## src/rtl/dma_timing_ctrl_if.sv

```systemverilog
// Handshake and bus bundle between the priority stage, the channel register
// file and the 8237A-style timing/control state machine.
interface dma_timing_ctrl_if #(
  parameter int ADDR_W = 16,
  parameter int CNT_W  = 16
);
  logic              dreq_valid;
  logic [1:0]        grant_ch;
  logic [1:0]        mode_type;
  logic [1:0]        mode_sel;
  logic              mode_dec;
  logic              mode_autoinit;
  logic [ADDR_W-1:0] cur_addr;
  logic [CNT_W-1:0]  cur_count;
  logic [ADDR_W-1:0] base_addr;
  logic [CNT_W-1:0]  base_count;
  logic              HLDA;
  logic              EOP_N_in;

  logic              HRQ;
  logic              AEN;
  logic              ADSTB;
  logic [1:0]        dack_valid;
  logic [1:0]        dack_ch;
  logic [ADDR_W-1:0] addr_out;
  logic              MEMR_N;
  logic              MEMW_N;
  logic              IOR_N;
  logic              IOW_N;
  logic              EOP_N_out;
  logic              wb_en;
  logic [1:0]        wb_ch;
  logic [ADDR_W-1:0] wb_addr;
  logic [CNT_W-1:0]  wb_count;
  logic [3:0]        tc_set;
  logic [3:0]        req_clr;
  logic [3:0]        mask_set;

  modport master (
    input  dreq_valid, grant_ch, mode_type, mode_sel, mode_dec, mode_autoinit,
           cur_addr, cur_count, base_addr, base_count, HLDA, EOP_N_in,
    output HRQ, AEN, ADSTB, dack_valid, dack_ch, addr_out,
           MEMR_N, MEMW_N, IOR_N, IOW_N, EOP_N_out,
           wb_en, wb_ch, wb_addr, wb_count, tc_set, req_clr, mask_set
  );

  modport slave (
    output dreq_valid, grant_ch, mode_type, mode_sel, mode_dec, mode_autoinit,
           cur_addr, cur_count, base_addr, base_count, HLDA, EOP_N_in,
    input  HRQ, AEN, ADSTB, dack_valid, dack_ch, addr_out,
           MEMR_N, MEMW_N, IOR_N, IOW_N, EOP_N_out,
           wb_en, wb_ch, wb_addr, wb_count, tc_set, req_clr, mask_set
  );
endinterface

```

## src/rtl/dma_timing_ctrl.sv

```systemverilog
// 8237A-style DMA timing/control FSM: HRQ/HLDA handshake, SI..S4 transfer
// sequencing, address/count write-back and TC/EOP reporting.
module dma_timing_ctrl #(
  parameter int ADDR_W = 16,
  parameter int CNT_W  = 16
) (
  input logic               CLK,
  input logic               RESET,
  dma_timing_ctrl_if.master bus
);

  typedef enum logic [2:0] {SI, S0, S1, S2, S3, S4, CASC} state_t;

  localparam logic [1:0] SEL_DEMAND  = 2'b00;
  localparam logic [1:0] SEL_SINGLE  = 2'b01;
  localparam logic [1:0] SEL_BLOCK   = 2'b10;
  localparam logic [1:0] SEL_CASCADE = 2'b11;

  state_t            stateQ;
  logic [1:0]        chQ, typeQ, selQ;
  logic              decQ, autoQ;
  logic [ADDR_W-1:0] addrQ, addrOutQ, wbAddrQ;
  logic [CNT_W-1:0]  cntQ, wbCountQ;
  logic              eopQ, tcQ, samePageQ;
  logic              hrqQ, aenQ, adstbQ, dackQ, wbEnQ, eopOutQ;
  logic              memrQ, memwQ, iorQ, iowQ;
  logic [1:0]        wbChQ;
  logic [3:0]        tcSetQ, reqClrQ, maskSetQ;

  logic              isRead, isWrite, isTc, eopSeen, samePage, burstOn;
  logic [ADDR_W-1:0] stepAddr, newAddr;
  logic [CNT_W-1:0]  stepCnt, newCnt;
  logic [3:0]        chBit;

  // Per-transfer arithmetic on the working registers; autoinit reloads on TC
  always_comb begin
    isRead   = (typeQ == 2'b10);
    isWrite  = (typeQ == 2'b01);
    chBit    = 4'b0001 << chQ;
    stepAddr = decQ ? (addrQ - ADDR_W'(1)) : (addrQ + ADDR_W'(1));
    stepCnt  = cntQ - CNT_W'(1);
    isTc     = (cntQ == '0);
    newAddr  = (isTc && autoQ) ? bus.base_addr  : stepAddr;
    newCnt   = (isTc && autoQ) ? bus.base_count : stepCnt;
    samePage = (stepAddr[ADDR_W-1:8] == addrQ[ADDR_W-1:8]);
    eopSeen  = eopQ | ~bus.EOP_N_in;
    burstOn  = (selQ == SEL_BLOCK) ||
               ((selQ == SEL_DEMAND) && bus.dreq_valid && (bus.grant_ch == chQ));
  end

  always_ff @(posedge CLK or posedge RESET) begin
    if (RESET) begin
      stateQ    <= SI;
      chQ       <= '0;
      typeQ     <= '0;
      selQ      <= '0;
      decQ      <= 1'b0;
      autoQ     <= 1'b0;
      addrQ     <= '0;
      cntQ      <= '0;
      eopQ      <= 1'b0;
      tcQ       <= 1'b0;
      samePageQ <= 1'b0;
      hrqQ      <= 1'b0;
      aenQ      <= 1'b0;
      adstbQ    <= 1'b0;
      dackQ     <= 1'b0;
      wbEnQ     <= 1'b0;
      eopOutQ   <= 1'b1;
      memrQ     <= 1'b1;
      memwQ     <= 1'b1;
      iorQ      <= 1'b1;
      iowQ      <= 1'b1;
      addrOutQ  <= '0;
      wbChQ     <= '0;
      wbAddrQ   <= '0;
      wbCountQ  <= '0;
      tcSetQ    <= '0;
      reqClrQ   <= '0;
      maskSetQ  <= '0;
    end else begin
      wbEnQ    <= 1'b0;
      eopOutQ  <= 1'b1;
      tcSetQ   <= '0;
      reqClrQ  <= '0;
      maskSetQ <= '0;
      case (stateQ)
        SI: begin
          if (bus.dreq_valid) begin
            stateQ <= S0;
            hrqQ   <= 1'b1;
            chQ    <= bus.grant_ch;
            typeQ  <= bus.mode_type;
            selQ   <= bus.mode_sel;
            decQ   <= bus.mode_dec;
            autoQ  <= bus.mode_autoinit;
            eopQ   <= 1'b0;
          end
        end
        S0: begin
          if (bus.HLDA) begin
            if (selQ == SEL_CASCADE) begin
              stateQ <= CASC;
              dackQ  <= 1'b1;
            end else begin
              stateQ   <= S1;
              addrQ    <= bus.cur_addr;
              cntQ     <= bus.cur_count;
              addrOutQ <= bus.cur_addr;
              aenQ     <= 1'b1;
              adstbQ   <= 1'b1;
              dackQ    <= 1'b1;
            end
          end else if (!bus.dreq_valid) begin
            stateQ <= SI;
            hrqQ   <= 1'b0;
          end
        end
        CASC: begin
          if (!bus.dreq_valid) begin
            stateQ <= SI;
            hrqQ   <= 1'b0;
            dackQ  <= 1'b0;
          end
        end
        S1: begin
          stateQ <= S2;
          adstbQ <= 1'b0;
          memrQ  <= ~isRead;
          iorQ   <= ~isWrite;
          eopQ   <= eopSeen;
        end
        S2: begin
          stateQ <= S3;
          memwQ  <= ~isWrite;
          iowQ   <= ~isRead;
          eopQ   <= eopSeen;
        end
        // Write-back values and TC pulses are registered here so they line up with S4
        S3: begin
          stateQ    <= S4;
          memrQ     <= 1'b1;
          memwQ     <= 1'b1;
          iorQ      <= 1'b1;
          iowQ      <= 1'b1;
          wbEnQ     <= 1'b1;
          wbChQ     <= chQ;
          wbAddrQ   <= newAddr;
          wbCountQ  <= newCnt;
          addrQ     <= newAddr;
          cntQ      <= newCnt;
          tcQ       <= isTc;
          samePageQ <= samePage;
          eopQ      <= eopSeen;
          if (isTc) begin
            eopOutQ <= 1'b0;
            tcSetQ  <= chBit;
            reqClrQ <= chBit;
            if (!autoQ) maskSetQ <= chBit;
          end else if (eopSeen) begin
            reqClrQ <= chBit;
          end
        end
        S4: begin
          if (tcQ || eopSeen || !bus.HLDA || !burstOn) begin
            stateQ <= SI;
            hrqQ   <= 1'b0;
            aenQ   <= 1'b0;
            dackQ  <= 1'b0;
            eopQ   <= 1'b0;
          end else if (samePageQ) begin
            stateQ   <= S2;
            memrQ    <= ~isRead;
            iorQ     <= ~isWrite;
            addrOutQ <= addrQ;
          end else begin
            stateQ   <= S1;
            adstbQ   <= 1'b1;
            addrOutQ <= addrQ;
          end
        end
        default: begin
          stateQ <= SI;
          hrqQ   <= 1'b0;
          aenQ   <= 1'b0;
          adstbQ <= 1'b0;
          dackQ  <= 1'b0;
        end
      endcase
    end
  end

  assign bus.HRQ        = hrqQ;
  assign bus.AEN        = aenQ;
  assign bus.ADSTB      = adstbQ;
  assign bus.dack_valid = {1'b0, dackQ};
  assign bus.dack_ch    = chQ;
  assign bus.addr_out   = addrOutQ;
  assign bus.MEMR_N     = memrQ;
  assign bus.MEMW_N     = memwQ;
  assign bus.IOR_N      = iorQ;
  assign bus.IOW_N      = iowQ;
  assign bus.EOP_N_out  = eopOutQ;
  assign bus.wb_en      = wbEnQ;
  assign bus.wb_ch      = wbChQ;
  assign bus.wb_addr    = wbAddrQ;
  assign bus.wb_count   = wbCountQ;
  assign bus.tc_set     = tcSetQ;
  assign bus.req_clr    = reqClrQ;
  assign bus.mask_set   = maskSetQ;

endmodule

```

## src/flat_wrapper.sv

```systemverilog
// flat-port wrapper written by rule: the top's interface ports become plain ports
module dma_timing_ctrl_flat 
#(
  parameter int ADDR_W = 16,
  parameter int CNT_W  = 16
)
  (CLK, RESET, bus_dreq_valid, bus_grant_ch, bus_mode_type, bus_mode_sel, bus_mode_dec, bus_mode_autoinit, bus_cur_addr, bus_cur_count, bus_base_addr, bus_base_count, bus_HLDA, bus_EOP_N_in, bus_HRQ, bus_AEN, bus_ADSTB, bus_dack_valid, bus_dack_ch, bus_addr_out, bus_MEMR_N, bus_MEMW_N, bus_IOR_N, bus_IOW_N, bus_EOP_N_out, bus_wb_en, bus_wb_ch, bus_wb_addr, bus_wb_count, bus_tc_set, bus_req_clr, bus_mask_set);
  dma_timing_ctrl_if #(.ADDR_W(ADDR_W), .CNT_W(CNT_W)) bus_i ();
  input logic CLK;
  input logic RESET;
  input wire logic [$bits(bus_i.dreq_valid)-1:0] bus_dreq_valid;
  input wire logic [$bits(bus_i.grant_ch)-1:0] bus_grant_ch;
  input wire logic [$bits(bus_i.mode_type)-1:0] bus_mode_type;
  input wire logic [$bits(bus_i.mode_sel)-1:0] bus_mode_sel;
  input wire logic [$bits(bus_i.mode_dec)-1:0] bus_mode_dec;
  input wire logic [$bits(bus_i.mode_autoinit)-1:0] bus_mode_autoinit;
  input wire logic [$bits(bus_i.cur_addr)-1:0] bus_cur_addr;
  input wire logic [$bits(bus_i.cur_count)-1:0] bus_cur_count;
  input wire logic [$bits(bus_i.base_addr)-1:0] bus_base_addr;
  input wire logic [$bits(bus_i.base_count)-1:0] bus_base_count;
  input wire logic [$bits(bus_i.HLDA)-1:0] bus_HLDA;
  input wire logic [$bits(bus_i.EOP_N_in)-1:0] bus_EOP_N_in;
  output wire logic [$bits(bus_i.HRQ)-1:0] bus_HRQ;
  output wire logic [$bits(bus_i.AEN)-1:0] bus_AEN;
  output wire logic [$bits(bus_i.ADSTB)-1:0] bus_ADSTB;
  output wire logic [$bits(bus_i.dack_valid)-1:0] bus_dack_valid;
  output wire logic [$bits(bus_i.dack_ch)-1:0] bus_dack_ch;
  output wire logic [$bits(bus_i.addr_out)-1:0] bus_addr_out;
  output wire logic [$bits(bus_i.MEMR_N)-1:0] bus_MEMR_N;
  output wire logic [$bits(bus_i.MEMW_N)-1:0] bus_MEMW_N;
  output wire logic [$bits(bus_i.IOR_N)-1:0] bus_IOR_N;
  output wire logic [$bits(bus_i.IOW_N)-1:0] bus_IOW_N;
  output wire logic [$bits(bus_i.EOP_N_out)-1:0] bus_EOP_N_out;
  output wire logic [$bits(bus_i.wb_en)-1:0] bus_wb_en;
  output wire logic [$bits(bus_i.wb_ch)-1:0] bus_wb_ch;
  output wire logic [$bits(bus_i.wb_addr)-1:0] bus_wb_addr;
  output wire logic [$bits(bus_i.wb_count)-1:0] bus_wb_count;
  output wire logic [$bits(bus_i.tc_set)-1:0] bus_tc_set;
  output wire logic [$bits(bus_i.req_clr)-1:0] bus_req_clr;
  output wire logic [$bits(bus_i.mask_set)-1:0] bus_mask_set;
  assign bus_i.dreq_valid = bus_dreq_valid;
  assign bus_i.grant_ch = bus_grant_ch;
  assign bus_i.mode_type = bus_mode_type;
  assign bus_i.mode_sel = bus_mode_sel;
  assign bus_i.mode_dec = bus_mode_dec;
  assign bus_i.mode_autoinit = bus_mode_autoinit;
  assign bus_i.cur_addr = bus_cur_addr;
  assign bus_i.cur_count = bus_cur_count;
  assign bus_i.base_addr = bus_base_addr;
  assign bus_i.base_count = bus_base_count;
  assign bus_i.HLDA = bus_HLDA;
  assign bus_i.EOP_N_in = bus_EOP_N_in;
  assign bus_HRQ = bus_i.HRQ;
  assign bus_AEN = bus_i.AEN;
  assign bus_ADSTB = bus_i.ADSTB;
  assign bus_dack_valid = bus_i.dack_valid;
  assign bus_dack_ch = bus_i.dack_ch;
  assign bus_addr_out = bus_i.addr_out;
  assign bus_MEMR_N = bus_i.MEMR_N;
  assign bus_MEMW_N = bus_i.MEMW_N;
  assign bus_IOR_N = bus_i.IOR_N;
  assign bus_IOW_N = bus_i.IOW_N;
  assign bus_EOP_N_out = bus_i.EOP_N_out;
  assign bus_wb_en = bus_i.wb_en;
  assign bus_wb_ch = bus_i.wb_ch;
  assign bus_wb_addr = bus_i.wb_addr;
  assign bus_wb_count = bus_i.wb_count;
  assign bus_tc_set = bus_i.tc_set;
  assign bus_req_clr = bus_i.req_clr;
  assign bus_mask_set = bus_i.mask_set;
  dma_timing_ctrl #(.ADDR_W(ADDR_W), .CNT_W(CNT_W)) u_core (.CLK(CLK), .RESET(RESET), .bus(bus_i));
endmodule
```

## config.mk

```make
export PLATFORM = sky130hd
export DESIGN_NAME = dma_timing_ctrl_flat
export DESIGN_NICKNAME = d
export VERILOG_FILES = /design/src/rtl/dma_timing_ctrl_if.sv /design/src/rtl/dma_timing_ctrl.sv /design/src/flat_wrapper.sv
export SDC_FILE = /design/constraint.sdc
export NUM_CORES = 1
export LEC_CHECK = 0
export BUFFER_PORTS_ARGS = -buffer_cell sky130_fd_sc_hd__buf_4
export CORE_ASPECT_RATIO = 0.7
export CORE_UTILIZATION = 54
export CTS_CLUSTER_SIZE = 30
export DETAILED_ROUTE_END_ITERATION = 10
export HOLD_SLACK_MARGIN = 0.05
export PLACE_DENSITY = 0.84
export RECOVER_POWER = 25
export SYNTH_ARGS = -nofsm -noshare
export SYNTH_HDL_FRONTEND = slang
export SYNTH_SLANG_ARGS = --single-unit
```

## constraint.sdc

```tcl
create_clock -name CLK -period 4.8 [get_ports CLK]
set_clock_uncertainty 0.2 [all_clocks]
set_input_delay 0.72 -clock CLK [delete_from_list [all_inputs] [get_ports CLK]]
set_output_delay 0.72 -clock CLK [all_outputs]
set_load 0.1 [all_outputs]
```

# Yosys cells after proc, flatten, opt, wreduce, memory -nomap -nowiden
# Cells that the tools add are included.
[classes]
addsub = 3
mul = 0
n_div = 0
n_lt_le_gt_ge = 0
eq_ne = 21
n_shift = 1
muxes = 53
n_bitwise = 8
n_reduce_logical = 30
[op_table]
columns = ["operator", "n"]
rows = [
  ["$mux W16", 8],
  ["$pmux W16 S2", 3],
  ["$mux W4", 8],
  ["$sub A16 B1 Y16 const B", 2],
  ["$pmux W3 S7", 1],
  ["$mux W1", 19],
  ["$add A16 B1 Y16 const B", 1],
  ["$logic_not A16 Y1", 1],
  ["$reduce_and A4 Y1", 4],
  ["$mux W3", 5],
  ["$pmux W1 S3", 5],
  ["$ne A2 B2 Y1 const B", 7],
  ["$eq A3 B3 Y1 const B", 3],
  ["$reduce_and A3 Y1", 3],
  ["$eq A8 B8 Y1", 1],
  ["$reduce_or A4 Y1", 2],
  ["$not A1 Y1", 7],
  ["$eq A2 B2 Y1 const B", 3],
  ["$eq A3 B2 Y1 const B", 2],
  ["$reduce_bool A2 Y1", 3],
  ["$reduce_bool A3 Y1", 2],
  ["$pmux W1 S5", 1],
  ["$reduce_and A5 Y1", 1],
  ["$reduce_or A5 Y1", 1],
  ["15 further kinds", 23],
]
[totals]
reg_bits = 118
latchBits = 0
ram_bits = 0
rom_bits = 0
inputBits = 77
out_inout_bits = 75
elab_cells = 144
n_memories = 0

# Depth between registers and ports, before layout
# Gate-level depths: netlist of run 1.
[logic_depth]
word_depth = 8
ltp_mapped = 11
depth_no_buf = 10

# Worst setup path after synthesis of run 1
# OpenSTA, ideal clock, no wires.
[synth_timing]
path_kind = "reg-to-reg"
from = "reg u_core.decQ"
to = "reg u_core.samePageQ"
setup_ns = 0.104
arrival_ns = 2.882
t_required_ns = 4.496
path_slack_ns = 1.615
path_stages_with_launch = 10
n_path_buf = 0
synth_period_minus_slack_ns = 3.185
path_cell_list = "dfrtp_1 -> ha_1 -> and2_4 -> a221oi_2 -> a21o_2 -> o31ai_2 -> a221oi_2 -> xnor3_1 -> or3_1 -> o41ai_2"
[synth_between]
elab_chain_cells = 2
[synth_lines]
columns = ["element", "line", "source"]
rows = [
  ["start: declaration", "dma_timing_ctrl.sv:21", "logic decQ, autoQ;"],
  ["start signal: assignment", "dma_timing_ctrl.sv:95", "decQ <= bus.mode_dec;"],
  ["$mux W16", "dma_timing_ctrl.sv:40", "stepAddr = decQ ? (addrQ - ADDR_W'(1)) : (addrQ + ADDR_W'(1));"],
  ["$eq A8 B8 Y1", "dma_timing_ctrl.sv:45", "samePage = (stepAddr[ADDR_W-1:8] == addrQ[ADDR_W-1:8]);"],
  ["end signal: assignment", "dma_timing_ctrl.sv:153", "samePageQ <= samePage;"],
  ["end: declaration", "dma_timing_ctrl.sv:24", "logic eopQ, tcQ, samePageQ;"],
]
# Every way passes these cells.
# A chain may end at the register's enable or synchronous reset.

# Final worst setup path of run 1
# Same ends and word-level chain as after synthesis.

==> results of run 1 <==
how the worst max path moves through the flow:
stage,startpoint,endpoint,cells past startpoint
finish,u_core.decQ$_DFFE_PP0P_,u_core.samePageQ$_DFFE_PP0P_,9
global route,RESET,u_core.samePageQ$_DFFE_PP0P_,2
CTS,u_core.cntQ[6]$_DFFE_PP0P_,u_core.addrQ[15]$_DFFE_PP0P_,7
detailed placement,u_core.cntQ[6]$_DFFE_PP0P_,u_core.addrQ[15]$_DFFE_PP0P_,7
global placement,u_core.cntQ[6]$_DFFE_PP0P_,u_core.addrQ[11]$_DFFE_PP0P_,6
floorplan,RESET,u_core.addrQ[0]$_DFFE_PP0P_,1
sequential cells by signal, indices dropped and copies added, names as in the netlist, 2 cells and up:
register             flops
u_core.bus.addr_out     16
u_core.cntQ             16
u_core.bus.wb_ch         2
u_core.bus.wb_addr      16
u_core.bus.wb_count     16
u_core.typeQ             2
u_core.bus.req_clr       4
u_core.selQ              2
u_core.addrQ            16
u_core.bus.dack_ch       2
u_core.bus.mask_set      4
u_core.bus.tc_set        4
u_core.stateQ            3
cell type report:
class	count	area, sq um	share of cell area (%)
Multi-Input combinational cell	499	3190	38.8
Timing Repair Buffer	154	1160	14.1
Inverter	20	75.1	0.914
Sequential cell	118	2960	36.0
Clock buffer	17	425	5.18
Clock inverter	15	216	2.64
Tap cell	153	191	2.33
cell usage in the layout (no fill, tap or decap), types with 15 or more instances in the layout:
master and instances:
buf_4 153, dfrtp_1 113, nand2_1 92, nor2_1 66, a21oi_1 57, mux2i_1 32
o21ai_0 31, inv_1 19, xnor2_1 17, clkbuf_16 17, o211ai_1 15, ha_1 15
layer usage:
layer,global-route usage [%],wire length (um),part of all wire (%)
met4,10.9,307,1.7
met2,48.3,8140,46
met5,0,0,0
met1,41.6,7890,44
met3,6.88,1530,8.6
metrics by stage:
stage	setup slack [ps]	hold slack (ps)	area (sq um)	utilization, %
4_1_cts	1130	285	8220	73.0
2_1_floorplan	759	247	6390	-
3_5_place_dp	1170	265	7570	67.3
3_3_place_gp	1220	263	7570	67.3
6_report	1100	284	8210	73.0
5_1_grt	784	309	8210	73.0
cell families after synthesis:
kind of cell | count (synthesis) | share of synthesized area, %
adders and majority gates | 16 | 3.25
and+or+nand+nor | 226 | 16.0
other | 1 | 0.0587
AOI/OAI and AO/OA | 185 | 19.2
buffers and inverters | 56 | 3.88
xor gates and xnor gates | 30 | 4.76
muxes | 41 | 6.60
DFF | 118 | 46.3
worst reg2reg max path, stage by stage, from the launching register on:
cell and delay, ps:
dfrtp_1 790, ha_1 430, and2_4 180, a221oi_2 320, a21o_2 220, o31ai_2 130, a221oi_2 370, xnor3_1 260
or3_1 390, o41ai_2 320
==> flow_summary_export.csv, run 1 <==
group,metric,value,unit
floorplan,num_io_pins,152,
global_routing,antenna_found_initial,0,
cts,cts_inserted_buffers,17,
worst_hold_path,hp-class,"reg -> reg",
logic_synthesis,synthCells,673,
worst_hold_path,worstHoldStart,"u_core.bus.wb_addr[15]$_DFFE_PP0P_",
outcome,status,"complete, but fails checks",
floorplan,core.rowCount,32,
worst_setup_path,cp_data_arrival_time,3820,ps
routing,drcViolationCount,0,
worst_setup_path,crit_family,"compound AO/OA/AOI/OAI gates",
place,routabilityCongestion,0.865,
worst_setup_path,r2r_slack,1100,ps
logic_synthesis,syn-cell-area,6390,sq um
floorplan,die_w,132,um
logic_synthesis,yosys.area.top_type,"dfrtp_1",
worst_setup_path,rr_startpoint,"u_core.decQ$_DFFE_PP0P_",
worst_setup_path,critPathKind,"reg -> reg",
logic_synthesis,ys_async_sr_fraction,100,%
logic_synthesis,synth.net_count,766,
worst_hold_path,min_path_cells,1,
worst_setup_path,slowest_stage,"dfrtp_1",
cts,cts_tree,"done",
logic_synthesis,syn_avg_cell_area,9.49,sq um
floorplan,core,11300,sq um
logic_synthesis,synth_area_leaders,"dfrtp_1 (44%), nand2_1 (5.5%), mux2i_1 (5.0%)",
global_routing,grt_max_degree,82,
place,portBuffers,150,
timing,timing.slew.headroom,-102,%
timing,layout_worst_path_cycle_share,77.1,%
worst_setup_path,r2r_end,"u_core.samePageQ$_DFFE_PP0P_",
finish,fillers,814,
job,drv_cap,1,
logic_synthesis,synth.most_common_cell,"dfrtp_1",
cts,clk_latency,420,ps
cts,h-tree-depth,4,
worst_setup_path,path_max_fanout,19,
logic_synthesis,synth_seq_cells,118,
worst_setup_path,endpoint_kind,"flip-flop",
floorplan,start_util,56.8,%
timing,finalSetupViolations,0,
routing,wl_per_cell,18.3,um
logic_synthesis,yosys_warnings,0,
worst_setup_path,max_stage_delay,790,ps
logic_synthesis,synthDistinctLibCells,67,
timing,hold_viol,0,
global_routing,grt_pass1_vias,5636,
logic_synthesis,synth_top_area_share,44.3,%
floorplan,die_h,93.0,um
finish,n_antenna_cell,0,
worst_hold_path,whs_endpoint,"u_core.bus.wb_addr[15]$_DFFE_PP0P_",
timing,drv_slew,82,
logic_synthesis,synth-main-ff-cell,"dfrtp_1",
worst_setup_path,r2r_cells,9,
timing,clock.fmax,270,MHz
worst_setup_path,cp_num_buf_inv,0,
cts,cts_root_buffer,"clkbuf_16",
cts,cts_hold_buf,0,
routing,vias_per_cell,5.93,
routing,drtAntennaViolNets,0,
routing,firstDrtPassIters,8,
place,place_inst,944,
finish,nets,903,
cts,clock_path_buffers,2,
worst_setup_path,start_kind,"flip-flop",
routing,drt_wl_total,17900,um
worst_setup_path,crit_top_cell,"a221oi_2",
outcome,violations,"max-capacitance violations, max-slew violations",
cts,clk_pin_slew,60,ps
global_routing,grt_usage,30.5,%
routing,vias,5792,
logic_synthesis,synth_edf_count,0,
global_routing,grt_pass1_wl,29000,um
timing,timing.setup.tns,0,ps
cts,post_cts_resized,0,
logic_synthesis,yosysSeqAreaShare,46.3,%
floorplan,dieArea,12300,sq um
timing,period_needed,3700,ps
timing,worst_slew_pin_slew,3040,ps
cts,cts_setup_buffers,0,
finish,drive_gt1_share,26.6,%
worst_setup_path,required,4920,ps
global_routing,grt_overflow,0,
logic_synthesis,synthTopCellsByCount,"dfrtp_1 (113), nand2_1 (93), nor2_1 (66)",
cts,clkSinkCount,118,
finish,syn_to_final_growth,28.5,%
timing,grt_setup_unrepaired,"no",
routing,drt_iter0_drc,606,
finish,fin_cells,976,
place,dp_hpwl,12200,um
worst_setup_path,path_cells,"ha_1 > and2_4 > a221oi_2 > a21o_2 > o31ai_2 > a221oi_2 > xnor3_1 > or3_1 > o41ai_2",
Power of run 1 is not shown: default switching activity piles up to over one toggle a cycle in this logic, so the estimate is an artifact.
==> run 2, diff against run 1 <==
==> constraint.sdc (replaced) <==
create_clock -name CLK -period 3.76 [get_ports CLK]
set_clock_uncertainty 0.2 [all_clocks]
set_input_delay 0.564 -clock CLK [delete_from_list [all_inputs] [get_ports CLK]]
set_output_delay 0.564 -clock CLK [all_outputs]
set_load 0.1 [all_outputs]
==> flow_summary_export.csv, run 2 (synthesis results as in run 1) <==
group,metric,value,unit
finish,fillers,819,
place,portBuffers,150,
floorplan,core,11300,sq um
timing,period_needed,3400,ps
timing,layout_worst_path_cycle_share,90.5,%
routing,wl_per_cell,18.3,um
worst_setup_path,crit_top_cell,"a221oi_2",
cts,cts_inserted_buffers,17,
cts,clk_latency,420,ps
outcome,status,"complete, no violations",
routing,drt_iter0_drc,549,
timing,timing.slew.headroom,5.26,%
cts,post_cts_resized,0,
finish,layout_commonest_cell,"buf_4",
floorplan,core.rowCount,32,
cts,cts_tree,"done",
routing,vias,5808,
timing,worst_slew_pin_slew,1420,ps
routing,drcViolationCount,0,
floorplan,start_util,56.8,%
worst_setup_path,crit_family,"compound AO/OA/AOI/OAI gates",
job,drv_cap,0,
finish,final_cell_mix,"buf_4 (162), dfrtp_1 (113), nand2_1 (92)",
worst_setup_path,path_max_fanout,8,
routing,drtAntennaViolNets,0,
finish,nets,913,
finish,syn_to_final_growth,29.3,%
timing,clock.fmax,294,MHz
worst_setup_path,endpoint_kind,"flip-flop",
worst_setup_path,max_stage_delay,490,ps
cts,cts_root_buffer,"clkbuf_16",
finish,drive_gt1_share,27.6,%
global_routing,grt_max_degree,60,
floorplan,num_io_pins,152,
global_routing,grt_overflow,0,
routing,firstDrtPassIters,5,
cts,clk_pin_slew,60,ps
worst_setup_path,slowest_stage,"dfrtp_1",
timing,grt_setup_unrepaired,"no",
global_routing,grt_pass1_vias,5672,
global_routing,grt_usage,31.1,%
cts,cts_setup_buffers,0,
worst_setup_path,cp_data_arrival_time,3510,ps
cts,h-tree-depth,4,
routing,vias_per_cell,5.89,
finish,n_antenna_cell,0,
cts,cts_hold_buf,0,
worst_hold_path,hp-class,"in -> reg",
floorplan,dieArea,12300,sq um
global_routing,antenna_found_initial,0,
timing,timing.setup.tns,0,ps
routing,drt_wl_total,18000,um
floorplan,die_w,132,um
timing,drv_slew,0,
floorplan,die_h,93.0,um
worst_setup_path,critPathKind,"reg -> reg",
worst_setup_path,start_kind,"flip-flop",
place,dp_hpwl,12600,um
place,routabilityCongestion,0.933,
worst_setup_path,required,3870,ps
worst_setup_path,cp_num_buf_inv,0,
worst_setup_path,path_cells,"ha_1 > and2_4 > a221oi_2 > a21o_2 > o31ai_2 > a221oi_2 > xnor3_1 > or3_1 > o41ai_2",
timing,hold_viol,0,
cts,clkSinkCount,118,
global_routing,grt_pass1_wl,29300,um
timing,finalSetupViolations,0,
cts,clock_path_buffers,2,
-- run 2: changes by cell type in the layout (fill, tap and decap cells not counted), moves of 2 or more --
cell / before / now
buf_4: 153 / 162
clkinv_2: 0 / 2
clkinv_4: 2 / 5
inv_6: 6 / 2
-- run 2: worst paths after layout --
path	start	endpoint	slack (ps)	cells after the start
min in group asynchronous	RESET	u_core.bus.mask_set[3]$_DFF_PP0_	230	2
max reg2reg	u_core.decQ$_DFFE_PP0P_	u_core.samePageQ$_DFFE_PP0P_	360	9
min reg2reg	u_core.bus.wb_addr[7]$_DFFE_PP0P_	u_core.bus.wb_addr[7]$_DFFE_PP0P_	290	2
min	bus_mode_sel[1]	u_core.selQ[1]$_DFFE_PP0P_	180	2
max	u_core.decQ$_DFFE_PP0P_	u_core.samePageQ$_DFFE_PP0P_	360	9
max in group asynchronous	RESET	u_core.bus.wb_count[6]$_DFFE_PP0P_	1160	3
-- run 2: final cells by class --
class | count | area, sq um | area share, %
clock buffer | 18 | 439 | 5.32
multi-input combinational | 499 | 3190 | 38.6
timing repair buffer | 164 | 1230 | 14.9
inverter | 20 | 76.3 | 0.924
clock inverter | 14 | 176 | 2.14
sequential | 118 | 2960 | 35.8
tap | 153 | 191 | 2.32
-- run 2: routing by layer --
| layer | up-vias | share of wire [%] | track usage (%) |
|---|---|---|---|
| met2 | 310 | 45 | 47.2 |
| met5 | - | 0 | 0 |
| li1 | 2683 | - | - |
| met4 | 0 | 2.1 | 11.2 |
| met1 | 2774 | 44 | 43.9 |
| met3 | 41 | 8.3 | 6.78 |
-- run 2: through the flow --
step	utilization, %	worst slack [ps]	hold slack (ps)	cell area (sq um)	cells
floorplan	-	575	247	6390	673
global placement	68.1	560	262	7660	954
detailed placement	68.1	445	265	7660	954
CTS	73.6	390	58.7	8280	986
global route	73.4	137	179	8260	986
finish	73.4	358	177	8260	986
Power of run 2 is left out for the same reason.
